File: src/rtl/keypad_scan_fifo.sv
// Matrix keypad scanner: one-hot column drive, synchronised and debounced row sampling,
// ghost-key rejection and a press/release event FIFO with a valid/ready consumer port.
module keypad_scan_fifo #(
   parameter int N_ROWS     = 4,
   parameter int N_COLS     = 4,
   parameter int SCAN_DIV   = 1000,
   parameter int DEBOUNCE_N = 4,
   parameter int FIFO_DEPTH = 4,
   parameter int REL_EVT    = 1,
   localparam int CW        = $clog2(N_ROWS*N_COLS),
   localparam int CNTW      = $clog2(FIFO_DEPTH) + 1
) (
   input  logic              clk,
   input  logic              rst,
   input  logic [N_ROWS-1:0] row_i,
   output logic [N_COLS-1:0] col_o,
   output logic [CW-1:0]     key_code,
   output logic              key_press,
   output logic              key_valid,
   input  logic              key_ready,
   output logic [CNTW-1:0]   fifo_cnt,
   output logic              overflow,
   input  logic              clr_ovf,
   output logic              multi_key
);

   localparam int IW = $clog2(N_COLS);
   localparam int RW = $clog2(N_ROWS);
   localparam int DW = $clog2(DEBOUNCE_N+1);
   localparam int TW = $clog2(SCAN_DIV);
   localparam int AW = $clog2(FIFO_DEPTH);

   typedef enum logic [2:0] {IDLE, SCAN, DEBNC, HELD, WREL} state_t;

   state_t            r_state;
   logic [N_ROWS-1:0] r_rowMeta;
   logic [N_ROWS-1:0] r_rowSync;
   logic [TW-1:0]     r_tickCnt;
   logic [N_COLS-1:0] r_col;
   logic [IW-1:0]     r_idx;
   logic [N_ROWS-1:0] r_cand;
   logic [DW-1:0]     r_dcnt;
   logic [CW-1:0]     r_code;
   logic              r_multi;
   logic [CW:0]       r_mem [FIFO_DEPTH];
   logic [AW-1:0]     r_wrPtr;
   logic [AW-1:0]     r_rdPtr;
   logic [CNTW-1:0]   r_cnt;
   logic              r_ovf;

   logic              w_tick;
   logic              w_rowZero;
   logic              w_rowOneHot;
   logic [RW-1:0]     w_rowIdx;
   logic [CW-1:0]     w_scanCode;
   logic [DW-1:0]     w_dcntInc;
   logic              w_dcntDone;
   logic              w_push;
   logic              w_pushPress;
   logic [CW-1:0]     w_pushCode;
   logic              w_pop;
   logic              w_full;
   logic              w_wrEn;
   logic [CW:0]       w_head;

   always_ff @(posedge clk or posedge rst) begin
      if (rst) begin
         r_rowMeta <= '0;
         r_rowSync <= '0;
      end else begin
         r_rowMeta <= row_i;
         r_rowSync <= r_rowMeta;
      end
   end

   always_ff @(posedge clk or posedge rst) begin
      if (rst)
         r_tickCnt <= '0;
      else if (w_tick)
         r_tickCnt <= '0;
      else
         r_tickCnt <= r_tickCnt + TW'(1);
   end

   assign w_tick      = (r_tickCnt == TW'(SCAN_DIV-1));
   assign w_rowZero   = (r_rowSync == '0);
   assign w_rowOneHot = !w_rowZero && ((r_rowSync & (r_rowSync - N_ROWS'(1))) == '0);
   assign w_scanCode  = CW'(w_rowIdx) * CW'(N_COLS) + CW'(r_idx);
   assign w_dcntInc   = r_dcnt + DW'(1);
   assign w_dcntDone  = (w_dcntInc == DW'(DEBOUNCE_N));

   always_comb begin
      w_rowIdx = '0;
      for (int r = 0; r < N_ROWS; r++)
         if (r_rowSync[r]) w_rowIdx = RW'(r);
   end

   // Events go straight into the FIFO on the tick that accepts them.
   always_comb begin
      w_push      = 1'b0;
      w_pushPress = 1'b1;
      w_pushCode  = r_code;
      if (w_tick) begin
         case (r_state)
            SCAN:
               if (w_rowOneHot && DEBOUNCE_N == 1) begin
                  w_push     = 1'b1;
                  w_pushCode = w_scanCode;
               end
            DEBNC:
               if (r_rowSync == r_cand && w_dcntDone) w_push = 1'b1;
            HELD:
               if (w_rowZero && w_dcntDone && REL_EVT != 0) begin
                  w_push      = 1'b1;
                  w_pushPress = 1'b0;
               end
            default: ;
         endcase
      end
   end

   always_ff @(posedge clk or posedge rst) begin
      if (rst) begin
         r_state <= IDLE;
         r_col   <= '1;
         r_idx   <= '0;
         r_cand  <= '0;
         r_dcnt  <= '0;
         r_code  <= '0;
         r_multi <= 1'b0;
      end else begin
         r_multi <= 1'b0;
         if (w_tick) begin
            case (r_state)
               IDLE:
                  if (!w_rowZero) begin
                     r_state <= SCAN;
                     r_idx   <= '0;
                     r_col   <= N_COLS'(1);
                  end
               SCAN:
                  if (w_rowZero) begin
                     if (r_idx == IW'(N_COLS-1)) begin
                        r_state <= IDLE;
                        r_col   <= '1;
                     end else begin
                        r_idx <= r_idx + IW'(1);
                        r_col <= r_col << 1;
                     end
                  end else if (w_rowOneHot) begin
                     r_cand <= r_rowSync;
                     r_code <= w_scanCode;
                     if (DEBOUNCE_N == 1) begin
                        r_state <= HELD;
                        r_dcnt  <= '0;
                     end else begin
                        r_state <= DEBNC;
                        r_dcnt  <= DW'(1);
                     end
                  end else begin
                     r_multi <= 1'b1;
                     r_state <= WREL;
                     r_col   <= '1;
                     r_dcnt  <= '0;
                  end
               DEBNC:
                  if (r_rowSync == r_cand) begin
                     if (w_dcntDone) begin
                        r_state <= HELD;
                        r_dcnt  <= '0;
                     end else begin
                        r_dcnt <= w_dcntInc;
                     end
                  end else begin
                     r_state <= IDLE;
                     r_col   <= '1;
                  end
               HELD:
                  if (w_rowZero) begin
                     if (w_dcntDone) begin
                        r_state <= IDLE;
                        r_col   <= '1;
                        r_dcnt  <= '0;
                     end else begin
                        r_dcnt <= w_dcntInc;
                     end
                  end else begin
                     r_dcnt <= '0;
                     if ((r_rowSync & ~r_cand) != '0) r_multi <= 1'b1;
                  end
               WREL:
                  if (w_rowZero) begin
                     if (w_dcntDone) begin
                        r_state <= IDLE;
                        r_dcnt  <= '0;
                     end else begin
                        r_dcnt <= w_dcntInc;
                     end
                  end else begin
                     r_dcnt <= '0;
                  end
               default: begin
                  r_state <= IDLE;
                  r_col   <= '1;
               end
            endcase
         end
      end
   end

   assign w_pop  = (r_cnt != '0) && key_ready;
   assign w_full = (r_cnt == CNTW'(FIFO_DEPTH));
   assign w_wrEn = w_push && (!w_full || w_pop);

   always_ff @(posedge clk) begin
      if (w_wrEn) r_mem[r_wrPtr] <= {w_pushPress, w_pushCode};
   end

   // A pop frees a slot in the same cycle, so a push into a full FIFO still lands.
   always_ff @(posedge clk or posedge rst) begin
      if (rst) begin
         r_wrPtr <= '0;
         r_rdPtr <= '0;
         r_cnt   <= '0;
         r_ovf   <= 1'b0;
      end else begin
         if (w_wrEn) r_wrPtr <= r_wrPtr + AW'(1);
         if (w_pop)  r_rdPtr <= r_rdPtr + AW'(1);
         case ({w_wrEn, w_pop})
            2'b10:   r_cnt <= r_cnt + CNTW'(1);
            2'b01:   r_cnt <= r_cnt - CNTW'(1);
            default: ;
         endcase
         if (w_push && w_full && !w_pop)
            r_ovf <= 1'b1;
         else if (clr_ovf)
            r_ovf <= 1'b0;
      end
   end

   assign key_valid = (r_cnt != '0);
   assign w_head    = key_valid ? r_mem[r_rdPtr] : '0;
   assign key_press = w_head[CW];
   assign key_code  = w_head[CW-1:0];
   assign fifo_cnt  = r_cnt;
   assign overflow  = r_ovf;
   assign multi_key = r_multi;
   assign col_o     = r_col;

endmodule

File: config.mk
export PLATFORM = sky130hd
export DESIGN_NAME = keypad_scan_fifo
export DESIGN_NICKNAME = d
export VERILOG_FILES = /design/src/rtl/keypad_scan_fifo.sv
export SDC_FILE = /design/constraint.sdc
export NUM_CORES = 1
export LEC_CHECK = 0
export BUFFER_PORTS_ARGS = -buffer_cell sky130_fd_sc_hd__buf_2
export CORE_AREA = 5 5 91 93
export CTS_CLUSTER_DIAMETER = 150
export DETAILED_ROUTE_END_ITERATION = 10
export DIE_AREA = 0 0 96 98
export PLACE_DENSITY_LB_ADDON = 0.08
export SYNTH_ARGS = -nofsm -noshare
export SYNTH_HDL_FRONTEND = slang
export SYNTH_SLANG_ARGS = --single-unit
File: constraint.sdc
create_clock -name clk -period 3.1 [get_ports clk]
set_input_delay 0.31 -clock clk [delete_from_list [all_inputs] [get_ports clk]]
set_output_delay 0.31 -clock clk [all_outputs]
set_load 0.02 [all_outputs]
---- Yosys cells after proc, flatten, opt, wreduce, memory -nomap -nowiden ----
Memories as Yosys holds them, arrays and structs flattened.
Cells that the tools add are included.
word-level totals
  register bits after elaboration ......... 47
  RAM bits ................................ 20
  bits of input ports ..................... 8
  output and inout bits ................... 15
  memories ................................ 1
memories
  name   words  bits a word  read ports  clocked after Yosys merged registers in  wr ports  line  source
  r_mem  4      5            1           0                                        1         45    logic [CW:0] r_mem [FIFO_DEPTH];
operators by class
  add/subtract/negate cells ............... 9
  eq/ne operators ......................... 24
  multiplexer cells ....................... 50
  bitwise gates (word level) .............. 5
  reduce and logical (&&, ||, !) cells .... 26
operators with widths
  kind                                                                   count
  3-bit 2-to-1 mux                                                       12
  4-bit 2-to-1 mux                                                       7
  4-bit case mux with 5 select lines                                     1
  1-bit 2-to-1 mux                                                       17
  2-bit inequality test, second input constant                           8
  3-bit case mux with 4 select lines                                     1
  10-bit by 1-bit adder with 10-bit output, second input constant        1
  10-bit equality test, second input constant                            1
  10-bit 2-to-1 mux                                                      1
  2-bit 2-to-1 mux                                                       5
  3-bit equality test, second input constant                             3
  3-bit inequality test, second input constant                           3
  3-bit case mux with 3 select lines                                     1
  4-bit AND                                                              2
  4-bit logical NOT                                                      2
  4-bit AND reduction                                                    2
  1-bit logical AND                                                      7
  7-bit AND reduction                                                    1
  2-bit by 1-bit adder with 2-bit output, second input constant          3
  3-bit by 1-bit adder with 3-bit output, second input constant          2
  3-bit by 2-bit equality test with 1-bit output, second input constant  2
  3-bit case mux with 2 select lines                                     1
  6-bit AND reduction                                                    1
  2-bit nonzero test                                                     3
  other kinds (20)                                                       27

---- Logic depth before layout (Yosys ltp) ----
  word-level depth ........................ 9
  mapped depth ............................ 13
  depth with buffers taken out ............ 13

---- Worst setup path before layout ----
No wires, ideal clock.
  kind .................................... flip-flop to flip-flop
  from .................................... register r_rowSync[0]
  to ...................................... register r_cnt[2], in the netlist fifo_cnt[2]
  library setup time ...................... 0.080 ns
  data arrival time ....................... 2.346 ns
  required time ........................... 3.020 ns
  slack ................................... 0.674 ns
  cell stages (with the launch flop) ...... 13
  period minus slack after synthesis ...... 2.426 ns
  cell sequence ........................... dfrtp_1 ha_1 nand4_1 nor2_1 a21oi_1 and4bb_2 inv_1 ha_1 inv_1 fa_1 xor2_1 nor2_1 xor2_1
between the ends
  longest elaborated chain between the ends .. 8
  elaborated cells between the ends (all ways) .. 13
RTL lines
  item                                                                                   line      source
  start, declared                                                                        37        logic [N_ROWS-1:0] r_rowSync;
  start signal, assigned                                                                 72        r_rowSync <= r_rowMeta;
  4-bit equality test or 4-bit logical NOT (tied branches)                               111, 86
  1-bit logical AND (on tied branches)                                                   111, 113
  1-bit 2-to-1 mux (on tied branches)                                                    111, 113
  1-bit case mux with 2 select lines *                                                   104       case (r_state)
  1-bit 2-to-1 mux *                                                                     103       if (w_tick) begin
  1-bit logical AND *                                                                    213       assign w_wrEn = w_push && (!w_full || w_pop);
  2-bit by 1-bit equality test with 1-bit output or 2-bit equality test (tied branches)  229       case ({w_wrEn, w_pop})
  3-bit case mux with 2 select lines or 2-bit nonzero test (tied branches)               n/a
  end signal, assigned                                                                   230       2'b10: r_cnt <= r_cnt + CNTW'(1);
  end signal, assigned                                                                   231       2'b01: r_cnt <= r_cnt - CNTW'(1);
  end, declared                                                                          48        logic [CNTW-1:0] r_cnt;
Mark *: on every way between the ends. The rest lies on a longest branch, timed or not.
A chain may end at the register's enable or synchronous reset.

---- Final worst setup path ----
  from .................................... register r_rowSync[3]
  to ...................................... register r_cnt[2], in the netlist fifo_cnt[2]
The elaborated chain is that of the path after synthesis.

==> run_results.csv <==
group,metric,value,unit
synthesis,ys_ff_latch,67,
sta,min_period,2.71,ns
synthesis,synth_area,3240,um^2
drt,initialDrtViolationCount,37,
sta,hold_viol,0,
cts,path_clk_slew,0.08,ns
drt,wl_per_cell,13.8,um
cts,cts_resized,0,
setup_path,arrival,2.98,ns
sta,finalCritPeriodShare,0.874,
layout,drive_gt1_frac,0.241,
synthesis,synth_ff_type,"dfrtp_1",
cts,max-clock-path-buffers,2,
synthesis,syn_inst,269,
synthesis,syn-num-nets,291,
global_route,overflow,0,
global_route,grt_pass1_wl,9490,um
setup_path,rr_endpoint,"fifo_cnt[2]",
sta,worst_pin_slew,0.970,ns
die,core,7450,um^2
synthesis,ys_seq_area_frac,0.549,
sta,final_max_slew_viol_count,0,
cts,cts-root-buf,"clkbuf_8",
placed_design,io_buffer_count,22,
global_route,grt_util_met3,0.0324,
cts,cts_tree,"built",
layout,area_growth,12.6,%
setup_path,start_kind,"flip-flop",
sta,fin_worst_skew,0.00986,ns
global_route,grt_util_met2,0.195,
global_route,grt_util_all_layers,0.132,
die,die_y,98,um
run_status,outcome,"complete, no violations",
setup_path,r2r_start,"r_rowSync[3]",
die,fp.dieW,96,um
synthesis,synth.distinct_cells,55,
cts,cts_sinks,67,
setup_path,ff2ff_setup_slack,0.39,ns
drt,viasPerCell,5.03,
synthesis,avgSynthCellArea,12.1,um^2
layout,diodes,0,
layout,layout_commonest_cell,"dfrtp_1",
setup_path,r2r_cells,12,
cts,postCtsSetupBuffers,0,
power_and_ir_drop,p_leak,1.59,nW
setup_path,crit_path_end_kind,"flip-flop",
placed_design,gp_congestion,0.794,
drt,ant_nets,0,
global_route,first_global_vias,1947,
sta,fmax,369,MHz
sta,hold_slack,0.0603,ns
sta,timing.slew.headroom,0.352,
global_route,antenna_found_initial,0,
power_and_ir_drop,vdd_ir_drop_max,249,uV
layout,final_nets,316,
sta,rsz0062_at_grt,"no",
die,rows,32,
power_and_ir_drop,powerDensity,467,nW/um^2
die,start_util,0.435,
sta,tns,0,ns
min_path,hold_path_end,"r_rowMeta[1]",
min_path,hold_class,"primary input to flip-flop",
drt,wirelength,5540,um
cts,h-tree-depth,3,
global_route,gr-usage-met1,0.177,
global_route,grt_max_degree,48,
job,cap_violations,0,
synthesis,synth_warnings,0,
drt,dr.pass1.iters,4,
drt,drc_errors,0,
sta,setup_violations,0,
min_path,hold_start,"row_i[1]",
setup_path,cp.required,3.37,ns
die,dieArea,9410,um^2
global_route,busiest_layer,"met2",
layout,final_cell_mix,"dfrtp_1 (43), buf_2 (22), edfxtp_1 (20)",
setup_path,cp_max_fo,11,
drt,vias,2017,
synthesis,synthArstFlopShare,0.701,
cts,clock_latency,0.35,ns
cts,numCtsBuffers,9,
synthesis,synth_edf_count,20,
cts,hold_buffers,0,
placed_design,dp_hpwl,3950,um
die,io_pins,23,
min_path,worstHoldPathCells,1,
setup_path,path_class,"flip-flop to flip-flop",
logic make-up after synthesis:
| family | count (synthesis) | synth area share |
|---|---|---|
| adders and majority gates | 15 | 0.0594 |
| DFF | 67 | 0.549 |
| muxes | 17 | 0.0775 |
| buffers and inverters | 29 | 0.0405 |
| and+or+nand+nor | 86 | 0.151 |
| xor gates and xnor gates | 15 | 0.0405 |
| AOI/OAI and AO/OA | 40 | 0.0814 |
worst max-delay path by stage:
stage	from	end	depth (start not counted)	slack (ns)
4_1_cts	r_rowSync[3]	fifo_cnt[2]	12	0.38
3_3_place_gp	r_rowSync[3]	fifo_cnt[2]	12	0.46
3_5_place_dp	r_rowSync[3]	fifo_cnt[2]	12	0.40
2_1_floorplan	r_rowSync[0]	fifo_cnt[2]	12	0.67
6_report	r_rowSync[3]	fifo_cnt[2]	12	0.39
5_1_grt	r_rowSync[3]	fifo_cnt[2]	12	0.18
cell usage after synthesis (6+ instances only):
cell type,count,area (um^2)
nor2_1,18,67.6
dfrtp_1,43,1080
nand3_1,6,30.0
inv_1,16,60.1
edfxtp_1,20,601
ha_1,13,163
and2_1,11,68.8
mux2_2,7,78.8
nand2_1,19,71.3
clkbuf_1,6,22.5
xnor2_1,7,61.3
o21ai_0,17,85.1
xor2_1,8,70.1
routing by layer:
| layer | share of wire | up-vias |
|---|---|---|
| met5 | 0 | - |
| met4 | 0.013 | 0 |
| met3 | 0.041 | 6 |
| met2 | 0.47 | 39 |
| met1 | 0.47 | 968 |
| li1 | - | 1004 |
worst max-delay path: stages, from the launching register on:
cell,delay (ns)
dfrtp_1,0.59
ha_1,0.32
nand4_1,0.12
nor2_1,0.07
a21oi_1,0.17
and4bb_2,0.30
inv_1,0.07
ha_1,0.17
inv_1,0.06
fa_1,0.37
xor2_1,0.15
nor2_1,0.11
xor2_1,0.14
sequential cells by signal, indices dropped and copies added, names as in the netlist:
| signal | cells |
|---|---|
| r_code | 4 |
| r_mem | 20 |
| fifo_cnt | 3 |
| r_idx | 2 |
| col_o | 4 |
| r_dcnt | 3 |
| overflow | 1 |
| r_tickCnt | 10 |
| r_rowMeta | 4 |
| r_state | 3 |
| multi_key | 1 |
| r_cand | 4 |
| r_rowSync | 4 |
| r_wrPtr | 2 |
| r_rdPtr | 2 |
power by group:
group	leakage [nW]	total [mW]	switching [mW]	internal, mW
Clock	0.101	0.751	0.367	0.384
Combinational	0.677	0.0379	0.0251	0.0128
Sequential	0.812	0.918	0.00737	0.910
cell type report:
type                    count  area, um^2
fillers                   703        3790
flip-flops and latches     67        1780
multi-input cells         173        1330
repair buffers             27         148
well taps                 102         128
clock buffers               9         124
clock inverters             7        81.3
inverters                  16        60.1
per-stage QoR:
stage               std cells  power [mW]  utilization  instance area, um^2  setup WS (ns)
floorplan                 269       0.962            -                 3240          0.674
global placement          385       0.975        0.463                 3450          0.462
detailed placement        385       0.976        0.463                 3450          0.405
CTS                       401        1.73        0.490                 3650          0.380
global route              401        1.78        0.490                 3650          0.176
finish                    401        1.71        0.490                 3650          0.390
No activity file was read; power rests on OpenSTA's default activity.
